[config.mk]
export PLATFORM = sky130hd
export DESIGN_NAME = cic_sample_uart_tx_flat
export DESIGN_NICKNAME = d
export VERILOG_FILES = /design/src/rtl/cic_sample_uart_tx_pkg.sv /design/src/rtl/cic_sample_uart_tx_if.sv /design/src/rtl/cic_sample_uart_tx_sync_fifo.sv /design/src/rtl/cic_sample_uart_tx.sv /design/src/flat_wrapper.sv
export SDC_FILE = /design/constraint.sdc
export NUM_CORES = 1
export LEC_CHECK = 0
export ABC_AREA = 1
export BUFFER_PORTS_ARGS = -buffer_cell sky130_fd_sc_hd__clkbuf_2
export CAP_MARGIN = 5
export CORE_MARGIN = 2
export CORE_UTILIZATION = 47
export DETAILED_ROUTE_END_ITERATION = 12
export PLACE_DENSITY = 0.76
export SLEW_MARGIN = 20
export SYNTH_ARGS = -nofsm -noshare
export SYNTH_HDL_FRONTEND = slang
export SYNTH_HIERARCHICAL = 1
export SYNTH_SLANG_ARGS = --single-unit
export TNS_END_PERCENT = 50
[constraint.sdc]
create_clock -name clk_i -period 2.9 [get_ports clk_i]
set_input_delay 0.58 -clock clk_i [delete_from_list [all_inputs] [get_ports clk_i]]
set_output_delay 0.58 -clock clk_i [all_outputs]
set_load 0.1 [all_outputs]
[src/rtl/cic_sample_uart_tx_pkg.sv]
`default_nettype none
// ============================================================================
// Module      : cic_uart_pkg
// Description : Shared constants, the transmitter state type and the
//               frame-byte selection helper for the CIC sample UART path.
// Revision    : 1.0 - initial release
// ============================================================================
package cic_uart_pkg;

    localparam logic [7:0] SYNC_BYTE        = 8'hA5;
    localparam int         BYTES_PER_SAMPLE = 4;

    typedef enum logic [1:0] {
        IDLE  = 2'd0,
        START = 2'd1,
        DATA  = 2'd2,
        STOP  = 2'd3
    } tx_state_t;

    // Byte idx of the frame carrying a 24-bit zero-extended sample:
    // sync marker first, then the sample most-significant byte first.
    function automatic logic [7:0] frame_byte(input logic [23:0] word,
                                              input logic [1:0]  idx);
        logic [7:0] b;
        case (idx)
            2'd0:    b = SYNC_BYTE;
            2'd1:    b = word[23:16];
            2'd2:    b = word[15:8];
            default: b = word[7:0];
        endcase
        return b;
    endfunction

endpackage
`default_nettype wire

[src/rtl/cic_sample_uart_tx_if.sv]
`default_nettype none
// ============================================================================
// Module      : cic_sample_uart_tx_if
// Description : Sample-capture / UART-status bundle between the CIC output
//               mux (master) and the sample UART transmitter (slave).
//   sample_i      CIC output word, unsigned
//   sample_clk_i  CIC sample clock level; rising edge marks sample_i valid
//   enable_i      capture enable
//   tx_o          UART line, idle high
//   busy_o        frame in progress
//   fifo_level_o  sample FIFO occupancy
//   overflow_o    sticky sample-drop flag
// Revision    : 1.0 - initial release
// ============================================================================
interface cic_sample_uart_tx_if #(
    parameter int DATA_WIDTH = 20,
    parameter int FIFO_DEPTH = 4
);
    localparam int c_LEVEL_W = $clog2(FIFO_DEPTH + 1);

    logic [DATA_WIDTH-1:0] sample_i;
    logic                  sample_clk_i;
    logic                  enable_i;
    logic                  tx_o;
    logic                  busy_o;
    logic [c_LEVEL_W-1:0]  fifo_level_o;
    logic                  overflow_o;

    modport master (
        output sample_i, sample_clk_i, enable_i,
        input  tx_o, busy_o, fifo_level_o, overflow_o
    );

    modport slave (
        input  sample_i, sample_clk_i, enable_i,
        output tx_o, busy_o, fifo_level_o, overflow_o
    );
endinterface
`default_nettype wire

[src/rtl/cic_sample_uart_tx_sync_fifo.sv]
`default_nettype none
// ============================================================================
// Module      : sync_fifo
// Description : Single-clock first-word-fall-through FIFO. rdata always shows
//               the oldest entry while not empty. A push while full is only
//               accepted when a pop happens in the same cycle.
//   clk_i, rst_i  clock, synchronous active-high reset (empties the FIFO)
//   push, wdata   write request and data
//   pop           read request (ignored when empty)
//   rdata         head entry
//   full, empty   occupancy flags
//   level         number of stored entries
// Revision    : 1.0 - initial release
// ============================================================================
module sync_fifo #(
    parameter int WIDTH = 24,
    parameter int DEPTH = 4
) (
    input  wire                          clk_i,
    input  wire                          rst_i,
    input  wire                          push,
    input  wire                          pop,
    input  wire  [WIDTH-1:0]             wdata,
    output logic [WIDTH-1:0]             rdata,
    output logic                         full,
    output logic                         empty,
    output logic [$clog2(DEPTH+1)-1:0]   level
);
    localparam int c_PTR_W = $clog2(DEPTH);
    localparam int c_LVL_W = $clog2(DEPTH + 1);

    logic [WIDTH-1:0]   r_mem [DEPTH];
    logic [c_PTR_W-1:0] r_wr_ptr;
    logic [c_PTR_W-1:0] r_rd_ptr;
    logic [c_LVL_W-1:0] r_level;
    logic               w_do_push;
    logic               w_do_pop;

    assign w_do_pop  = pop & ~empty;
    // A simultaneous pop frees the slot this push needs.
    assign w_do_push = push & (~full | w_do_pop);

    always_ff @(posedge clk_i) begin
        if (w_do_push) begin
            r_mem[r_wr_ptr] <= wdata;
        end
    end

    // Pointers wrap naturally because DEPTH is a power of two.
    always_ff @(posedge clk_i) begin
        if (rst_i) begin
            r_wr_ptr <= '0;
            r_rd_ptr <= '0;
            r_level  <= '0;
        end else begin
            if (w_do_push) begin
                r_wr_ptr <= r_wr_ptr + c_PTR_W'(1);
            end
            if (w_do_pop) begin
                r_rd_ptr <= r_rd_ptr + c_PTR_W'(1);
            end
            case ({w_do_push, w_do_pop})
                2'b10:   r_level <= r_level + c_LVL_W'(1);
                2'b01:   r_level <= r_level - c_LVL_W'(1);
                default: r_level <= r_level;
            endcase
        end
    end

    assign rdata = r_mem[r_rd_ptr];
    assign full  = (r_level == c_LVL_W'(DEPTH));
    assign empty = (r_level == '0);
    assign level = r_level;

endmodule
`default_nettype wire

[src/rtl/cic_sample_uart_tx.sv]
`default_nettype none
// ============================================================================
// Module      : cic_sample_uart_tx
// Description : Captures each CIC output word on its sample-clock rising
//               edge, queues it, and sends it as a 4-byte 8N1 UART frame
//               (A5, sample[23:16], sample[15:8], sample[7:0]).
//   clk_i      system clock
//   rst_i      synchronous active-high reset
//   bus        slave side of cic_sample_uart_tx_if (sample in, line/status out)
// Revision    : 1.0 - initial release
// ============================================================================
module cic_sample_uart_tx #(
    parameter int DATA_WIDTH   = 20,
    parameter int FIFO_DEPTH   = 4,
    parameter int CLKS_PER_BIT = 4
) (
    input  wire                    clk_i,
    input  wire                    rst_i,
    cic_sample_uart_tx_if.slave    bus
);
    import cic_uart_pkg::*;

    localparam int               c_LEVEL_W   = $clog2(FIFO_DEPTH + 1);
    localparam int               c_BAUD_W    = (CLKS_PER_BIT > 1) ? $clog2(CLKS_PER_BIT) : 1;
    localparam logic [c_BAUD_W-1:0] c_BAUD_LAST = c_BAUD_W'(CLKS_PER_BIT - 1);
    localparam logic [1:0]       c_BYTE_LAST = 2'(BYTES_PER_SAMPLE - 1);

    // ------------------------------------------------------------------
    // Sample-clock edge detect and capture
    // ------------------------------------------------------------------
    logic                  r_sample_clk;
    logic                  w_push_req;
    logic                  w_pop;
    logic                  w_full;
    logic                  w_empty;
    logic [DATA_WIDTH-1:0] w_rdata;
    logic [c_LEVEL_W-1:0]  w_level;
    logic                  r_overflow;

    assign w_push_req = bus.sample_clk_i & ~r_sample_clk & bus.enable_i;

    always_ff @(posedge clk_i) begin
        if (rst_i) begin
            r_sample_clk <= 1'b0;
            r_overflow   <= 1'b0;
        end else begin
            r_sample_clk <= bus.sample_clk_i;
            // Only a push that the FIFO really rejects counts as a drop.
            if (w_push_req & w_full & ~w_pop) begin
                r_overflow <= 1'b1;
            end
        end
    end

    sync_fifo #(
        .WIDTH (DATA_WIDTH),
        .DEPTH (FIFO_DEPTH)
    ) u_fifo (
        .clk_i (clk_i),
        .rst_i (rst_i),
        .push  (w_push_req),
        .pop   (w_pop),
        .wdata (bus.sample_i),
        .rdata (w_rdata),
        .full  (w_full),
        .empty (w_empty),
        .level (w_level)
    );

    // ------------------------------------------------------------------
    // UART transmitter
    // ------------------------------------------------------------------
    tx_state_t            r_state;
    logic [c_BAUD_W-1:0]  r_baud;
    logic [2:0]           r_bit;
    logic [1:0]           r_byte;
    logic [23:0]          r_word;
    logic                 r_tx;
    logic                 w_baud_end;
    logic [7:0]           w_cur_byte;
    logic [2:0]           w_next_bit;

    assign w_pop      = (r_state == IDLE) & ~w_empty;
    assign w_baud_end = (r_baud == c_BAUD_LAST);
    assign w_cur_byte = frame_byte(r_word, r_byte);
    assign w_next_bit = r_bit + 3'd1;

    // r_tx is loaded with the level of the bit that starts next cycle, so
    // the line changes together with the state register.
    always_ff @(posedge clk_i) begin
        if (rst_i) begin
            r_state <= IDLE;
            r_baud  <= '0;
            r_bit   <= '0;
            r_byte  <= '0;
            r_word  <= '0;
            r_tx    <= 1'b1;
        end else begin
            case (r_state)
                IDLE: begin
                    r_tx <= 1'b1;
                    if (w_pop) begin
                        r_word  <= 24'(w_rdata);
                        r_byte  <= 2'd0;
                        r_baud  <= '0;
                        r_tx    <= 1'b0;
                        r_state <= START;
                    end
                end
                START: begin
                    if (w_baud_end) begin
                        r_baud  <= '0;
                        r_bit   <= 3'd0;
                        r_tx    <= w_cur_byte[0];
                        r_state <= DATA;
                    end else begin
                        r_baud <= r_baud + c_BAUD_W'(1);
                    end
                end
                DATA: begin
                    if (w_baud_end) begin
                        r_baud <= '0;
                        if (r_bit == 3'd7) begin
                            r_tx    <= 1'b1;
                            r_state <= STOP;
                        end else begin
                            r_bit <= w_next_bit;
                            r_tx  <= w_cur_byte[w_next_bit];
                        end
                    end else begin
                        r_baud <= r_baud + c_BAUD_W'(1);
                    end
                end
                STOP: begin
                    if (w_baud_end) begin
                        r_baud <= '0;
                        if (r_byte == c_BYTE_LAST) begin
                            r_state <= IDLE;
                        end else begin
                            r_byte  <= r_byte + 2'd1;
                            r_tx    <= 1'b0;
                            r_state <= START;
                        end
                    end else begin
                        r_baud <= r_baud + c_BAUD_W'(1);
                    end
                end
                default: begin
                    r_tx    <= 1'b1;
                    r_state <= IDLE;
                end
            endcase
        end
    end

    assign bus.tx_o         = r_tx;
    assign bus.busy_o       = (r_state != IDLE);
    assign bus.fifo_level_o = w_level;
    assign bus.overflow_o   = r_overflow;

endmodule
`default_nettype wire

[src/flat_wrapper.sv]
// flat-port wrapper written by rule: the top's interface ports become plain ports
module cic_sample_uart_tx_flat import cic_uart_pkg::*;
#(
    parameter int DATA_WIDTH   = 20,
    parameter int FIFO_DEPTH   = 4,
    parameter int CLKS_PER_BIT = 4
)
  (clk_i, rst_i, bus_sample_i, bus_sample_clk_i, bus_enable_i, bus_tx_o, bus_busy_o, bus_fifo_level_o, bus_overflow_o);
  cic_sample_uart_tx_if #(.DATA_WIDTH(DATA_WIDTH), .FIFO_DEPTH(FIFO_DEPTH)) bus_i ();
  input  wire clk_i;
  input  wire rst_i;
  input wire logic [$bits(bus_i.sample_i)-1:0] bus_sample_i;
  input wire logic [$bits(bus_i.sample_clk_i)-1:0] bus_sample_clk_i;
  input wire logic [$bits(bus_i.enable_i)-1:0] bus_enable_i;
  output wire logic [$bits(bus_i.tx_o)-1:0] bus_tx_o;
  output wire logic [$bits(bus_i.busy_o)-1:0] bus_busy_o;
  output wire logic [$bits(bus_i.fifo_level_o)-1:0] bus_fifo_level_o;
  output wire logic [$bits(bus_i.overflow_o)-1:0] bus_overflow_o;
  assign bus_i.sample_i = bus_sample_i;
  assign bus_i.sample_clk_i = bus_sample_clk_i;
  assign bus_i.enable_i = bus_enable_i;
  assign bus_tx_o = bus_i.tx_o;
  assign bus_busy_o = bus_i.busy_o;
  assign bus_fifo_level_o = bus_i.fifo_level_o;
  assign bus_overflow_o = bus_i.overflow_o;
  cic_sample_uart_tx #(.DATA_WIDTH(DATA_WIDTH), .FIFO_DEPTH(FIFO_DEPTH), .CLKS_PER_BIT(CLKS_PER_BIT)) u_core (.clk_i(clk_i), .rst_i(rst_i), .bus(bus_i));
endmodule
==> flow_summary.ini, run 1 <==
[floorplan]
rows = 37
fp.dieArea_mm2 = 0.0116
initial_utilization = 0.488
fp.dieW_um = 108
coreArea_mm2 = 0.0104
die_h_um = 108
ios = 30

[detailed_routing]
routedWlPerCell_um = 15.0
detail-route-antenna-nets = 0
first_iter_violations = 217
via_count = 3628
wl_mm = 10.2
vias_per_cell = 5.30
drc_errors = 0
first_pass_iters = 4

[yosys]
synthFlopType = edfxtp_1
syn_avg_cell_area_um2 = 10.1
synth_warnings = 6
synth_area_mm2 = 0.00506
syn_inst = 500
seq_area_frac_synth = 0.637
synth_nets = 541
ys_ff_latch = 121
synth_edf_count = 80
synthArstFlopShare = 0
synth_cell_types = 27

[finish]
postLayoutCoreUtil = 0.568
antenna_cells = 0
fin_nets = 576
drive_gt1_frac = 0.139
area_delta_synth_final_pct = 16.4
num-fill-cells = 868
multi_input_area_mm2 = 0.00157
finish.cell_count_without_fillers = 684
seq_area_mm2 = 0.00323

[critical_path]
cp.required_ps = 3310
end_kind = flop
cp.arrival_ps = 3010
slowest_delay_ps = 390
worst-path-max-fanout = 6
cpMaxStageDelayCell = dfxtp_1
path_class = reg -> reg
crit_chain = inv_1, ha_1, clkinvlp_4, nor2_1, inv_1, nand3_2, nand2_1, ha_1, inv_1, fa_1, inv_1, nand2_1, nand3_1, nand2_1, nand2_1, nor2_1
worst_setup_path_start_kind = flop

[min_path]
hp-class = in -> reg

[clock_network]
cts.sink_count = 121
cts_buffer_depth = 2
postCtsSetupRepairBufs = 0
cts_buffers = 17
clock_latency_ps = 520
clk_pin_slew_ps = 50
post_cts_resized = 0
htree_num_levels = 4
cts_tree = yes
post_cts_hold_buffer_count = 0
root_buffer = clkbuf_8

[timing]
slew_viol_final = 0
fmax_ghz = 0.385
hold_violations = 0
period_needed_ps = 2600
slew_headroom = 0.509
fin_skew_ps = 6.00
grt_setup_unrepaired = no
finalWorstSetupSlack_ps = 303
tightestPinTransition_ps = 736
min_period_over_period = 0.896
setup_viol_count_final = 0
setup_tns_ps = 0

[placement]
dp_hpwl_mm = 6.41
placedCellCount = 652
io_buffer_count = 29
dp_slack_ps = 430
gp_congestion = 0.836

[run]
maxCapViolations = 0

[power]
ir_drop_v = 0.000512
p_total_w = 0.00532
power_density_mw_per_mm2 = 904
p_leak_nw = 2.24

[grt]
antenna_found_initial = 0
grt_start_max_net_pins = 41
groute.usage.overall = 0.189
grt_pass1_wl_mm = 16.7
grt_pass1_vias = 3558
grt_overflow = 0

[outcome]
outcome = completed
==> worst paths after layout <==
path / from / end / slack [ps] / cells past startpoint
setup / recovery: u_core/r_state[0] / u_core/u_fifo/level[2] / 300 / 16
hold / removal: bus_sample_clk_i / u_core/r_sample_clk / 260 / 3
setup reg to reg: u_core/r_state[0] / u_core/u_fifo/level[2] / 300 / 16
hold reg to reg: u_core/r_word[0] / u_core/r_word[0] / 460 / 2
==> cell type report <==
class / count / area share
Tap cell: 136 / 0.0289
Multi-Input combinational cell: 313 / 0.267
Timing Repair Buffer: 37 / 0.0370
Clock buffer: 20 / 0.0722
Inverter: 45 / 0.0293
Sequential cell: 121 / 0.548
Clock inverter: 12 / 0.0183
==> per-layer routing <==
layer / vias to the layer above / part of all wire / global-route usage
li1: 1786 / - / -
met1: 1757 / 0.44 / 0.226
met2: 78 / 0.50 / 0.322
met3: 7 / 0.054 / 0.0502
met4: 0 / 0.010 / 0.0815
met5: - / 0 / 0
==> synth_stat cells (2+ instances only) <==
library cell,count,area share
a211oi_1,7,0.010
a21oi_1,32,0.032
a31oi_1,2,0.0025
buf_2,10,0.0099
clkbuf_1,7,0.0052
dfxtp_1,41,0.16
edfxtp_1,80,0.47
ha_1,16,0.040
inv_1,43,0.032
inv_2,2,0.0015
nand2_1,88,0.065
nand3_1,24,0.024
nor2_1,71,0.053
nor2_2,2,0.0025
o21ai_0,5,0.0049
o21ai_1,40,0.040
o22ai_1,20,0.025
==> layout by cell type (no fill, tap or decap) <==
cell	count
a211oi_1	7
a21oi_1	32
a31o_2	1
a31oi_1	2
buf_12	1
buf_4	7
bufinv_16	2
clkbuf_1	3
clkbuf_16	16
clkbuf_2	29
clkbuf_8	1
clkinv_1	4
clkinv_2	5
clkinvlp_4	2
dfxtp_1	39
dfxtp_2	2
edfxtp_1	80
fa_1	1
ha_1	16
inv_1	42
inv_2	2
nand2_1	88
nand2_2	1
nand3_1	24
nand3_2	1
nor2_1	67
nor2_2	6
nor3_1	1
o21ai_0	5
o21ai_1	40
o22ai_1	20
or2_1	1
==> stage by stage <==
stage | instance area, µm² | hold WS (ps)
finish | 5890 | 262
floorplan | 5080 | 435
CTS | 5890 | 245
detailed placement | 5360 | 459
global placement | 5360 | 451
global route | 5890 | 257
==> worst max-delay path, delay by kind of cell, from the launching register on <==
| family | cells | cell delay [ps] |
|---|---|---|
| AND/OR/NAND/NOR | 8 | 760 |
| adder cells (fa/ha/maj) | 3 | 890 |
| flip-flops | 1 | 390 |
| buffers and inverters | 5 | 450 |
==> state kept, by name, summed over array words and instances, names as in the netlist, named ones only <==
name / cells
u_core/bus.overflow_o: 1
u_core/bus.tx_o: 1
u_core/r_baud: 2
u_core/r_bit: 3
u_core/r_byte: 2
u_core/r_sample_clk: 1
u_core/r_state: 2
u_core/r_word: 20
u_core/u_fifo/level: 3
u_core/u_fifo/r_mem: 80
u_core/u_fifo/r_rd_ptr: 2
u_core/u_fifo/r_wr_ptr: 2
==> power by group <==
part,switching [W],leakage [nW],internal (W),total [W]
registers,0.000122,1.06,0.00203,0.00215
clock network,0.000687,0.262,0.00120,0.00188
logic,0.000915,0.913,0.000370,0.00129
total,0.00172,2.24,0.00360,0.00532
==> kinds of logic after synthesis <==
| group | count (synthesis) | share of synthesized area |
|---|---|---|
| compound gates | 107 | 0.115 |
| fa+ha+maj | 17 | 0.0435 |
| buf+inv | 66 | 0.0549 |
| flops | 121 | 0.637 |
| simple gates | 189 | 0.150 |
Note: power is estimated with default switching activity, not from simulation.
==> inputs of run 2 (changes only) <==
--- a/config.mk
+++ b/config.mk
@@ -7,11 +7,10 @@
 export LEC_CHECK = 0
 export ABC_AREA = 1
 export BUFFER_PORTS_ARGS = -buffer_cell sky130_fd_sc_hd__clkbuf_2
-export CAP_MARGIN = 5
 export CORE_MARGIN = 2
 export CORE_UTILIZATION = 47
 export DETAILED_ROUTE_END_ITERATION = 12
-export PLACE_DENSITY = 0.76
+export PLACE_DENSITY = 0.73
 export SLEW_MARGIN = 20
 export SYNTH_ARGS = -nofsm -noshare
 export SYNTH_HDL_FRONTEND = slang
==> run 2 against run 1 <==
Critical endpoint unchanged. First-iteration DRC count rose by 9.7%. Largest power group is now clock. Clock power rose by 14%. Global-route usage rose by 0.64 points. Non-clock buffer count fell by 1. Sequential power barely moved. Register-to-register slack improved by 80 ps.
==> flow_summary.ini, run 2 (synthesized netlist as in run 1, its figures left out) <==
[detailed_routing]
vias_per_cell = 5.32
via_count = 3632
first_iter_violations = 238
routedWlPerCell_um = 15.0
drc_errors = 0
wl_mm = 10.2
detail-route-antenna-nets = 0
first_pass_iters = 5

[grt]
grt_pass1_vias = 3615
antenna_found_initial = 0
grt_start_max_net_pins = 41
grt_overflow = 0
grt_pass1_wl_mm = 17.3
groute.usage.overall = 0.196

[floorplan]
fp.dieW_um = 108
die_h_um = 108
fp.dieArea_mm2 = 0.0116
rows = 37
coreArea_mm2 = 0.0104
initial_utilization = 0.488
ios = 30

[timing]
hold_violations = 0
holdWs_ps = 267
period_needed_ps = 2520
setup_tns_ps = 0
min_period_over_period = 0.870
slew_headroom = 0.489
setup_viol_count_final = 0
fin_skew_ps = 7.16
tightestPinTransition_ps = 766
grt_setup_unrepaired = no
slew_viol_final = 0
fmax_ghz = 0.396

[placement]
dp_hpwl_mm = 6.17
gp_congestion = 0.803
placed_cell_area_mm2 = 0.00535
placedCellCount = 651
io_buffer_count = 29

[finish]
area_delta_synth_final_pct = 17.8
largest_reg_flops = 80
antenna_cells = 0
final_cell_mix = nand2_1, edfxtp_1, nor2_1, inv_1, o21ai_1
stdcell_area_mm2 = 0.00596
reg_top3 = u_core/u_fifo/r_mem (80), u_core/r_word (20)
final_common_cell = nand2_1
fin_nets = 575
finish.cell_count_without_fillers = 683
largest-register = u_core/u_fifo/r_mem
drive_gt1_frac = 0.146
postLayoutCoreUtil = 0.575

[critical_path]
worst-path-max-fanout = 6
cpMaxStageDelayCell = dfxtp_1
regToRegEndpoint = u_core/u_fifo/level[2]
slowest_delay_ps = 410
worst_setup_path_start_kind = flop
end_kind = flop
cp.required_ps = 3310
r2r-start = u_core/r_state[0]
cp.arrival_ps = 2930
reg2reg_depth = 16
path_class = reg -> reg
ff2ff_setup_slack_ps = 380
crit_chain = inv_1, ha_1, clkinvlp_4, nor2_1, inv_1, nand3_2, nand2_1, ha_1, inv_1, fa_1, inv_1, nand2_1, nand3_1, nand2_1, nand2_1, nor2_1

[clock_network]
clock_latency_ps = 510
post_cts_hold_buffer_count = 0
cts_tree = yes
cts.sink_count = 121
cts_buffers = 17
post_cts_resized = 0
postCtsSetupRepairBufs = 0
cts_buffer_depth = 2
htree_num_levels = 4
root_buffer = clkbuf_8
clk_pin_slew_ps = 60

[min_path]
holdCritStartpoint = bus_sample_clk_i
holdPathEnd = u_core/r_sample_clk
min_delay_path_depth = 3
hp-class = in -> reg

[outcome]
outcome = completed

[run]
maxCapViolations = 0

[power]
power_density_mw_per_mm2 = 937
ir_drop_v = 0.000479
p_leak_nw = 2.26
==> run 2: cell types whose count changed in the layout (fill, tap and decap cells not counted), sizes merged <==
cell	change
buf	-1
bufinv	+2
inv	+2
clkbuf	-2
clkinvlp	+1
clkinv	-3
==> run 2: layer usage <==
metal,up-vias,global-route usage,part of all wire,wire length [µm]
met2,85,0.324,0.49,5060
met5,-,0,0,0
met3,7,0.0557,0.040,413
met4,0,0.0815,0.0082,84
li1,1781,-,-,-
met1,1759,0.240,0.46,4680
==> run 2: cell type report <==
cell class                      count  area, µm²
Multi-Input combinational cell    313       1570
Fill cell                         869       4410
Sequential cell                   121       3230
Clock inverter                     14        196
Clock buffer                       18        418
Tap cell                          136        170
Timing Repair Buffer               36        210
Inverter                           45        173
==> run 2: metrics by stage <==
stage               total power [W]  setup WS, ps
floorplan                   0.00317          -142
global placement            0.00341           547
detailed placement          0.00346           380
CTS                         0.00562           379
global route                0.00589           113
finish                      0.00559           378
==> run 2: worst max path at each step <==
stage	from	end	slack, ps	cells past startpoint
after global routing	u_core/r_state[0]	u_core/u_fifo/level[2]	110	16
final	u_core/r_state[0]	u_core/u_fifo/level[2]	380	16
after global placement	u_core/r_state[0]	u_core/u_fifo/level[2]	550	16
after CTS	u_core/r_state[0]	u_core/u_fifo/level[2]	380	16
after detailed placement	u_core/r_state[0]	u_core/u_fifo/level[2]	380	16
after floorplan	u_core/r_state[0]	u_core/u_fifo/r_mem[0][0]	-140	10
==> run 2: worst max-delay path: cells and delay by family (launching register included) <==
family / cells / cell delay (ps)
DFF: 1 / 410
buffers and inverters: 5 / 440
and+or+nand+nor: 8 / 690
adders and majority gates: 3 / 860
==> run 2: report_power, final <==
part / switching [W] / total, W / internal, W
Sequential: 0.000111 / 0.00214 / 0.00203
Clock: 0.000748 / 0.00215 / 0.00140
Combinational: 0.000932 / 0.00130 / 0.000366
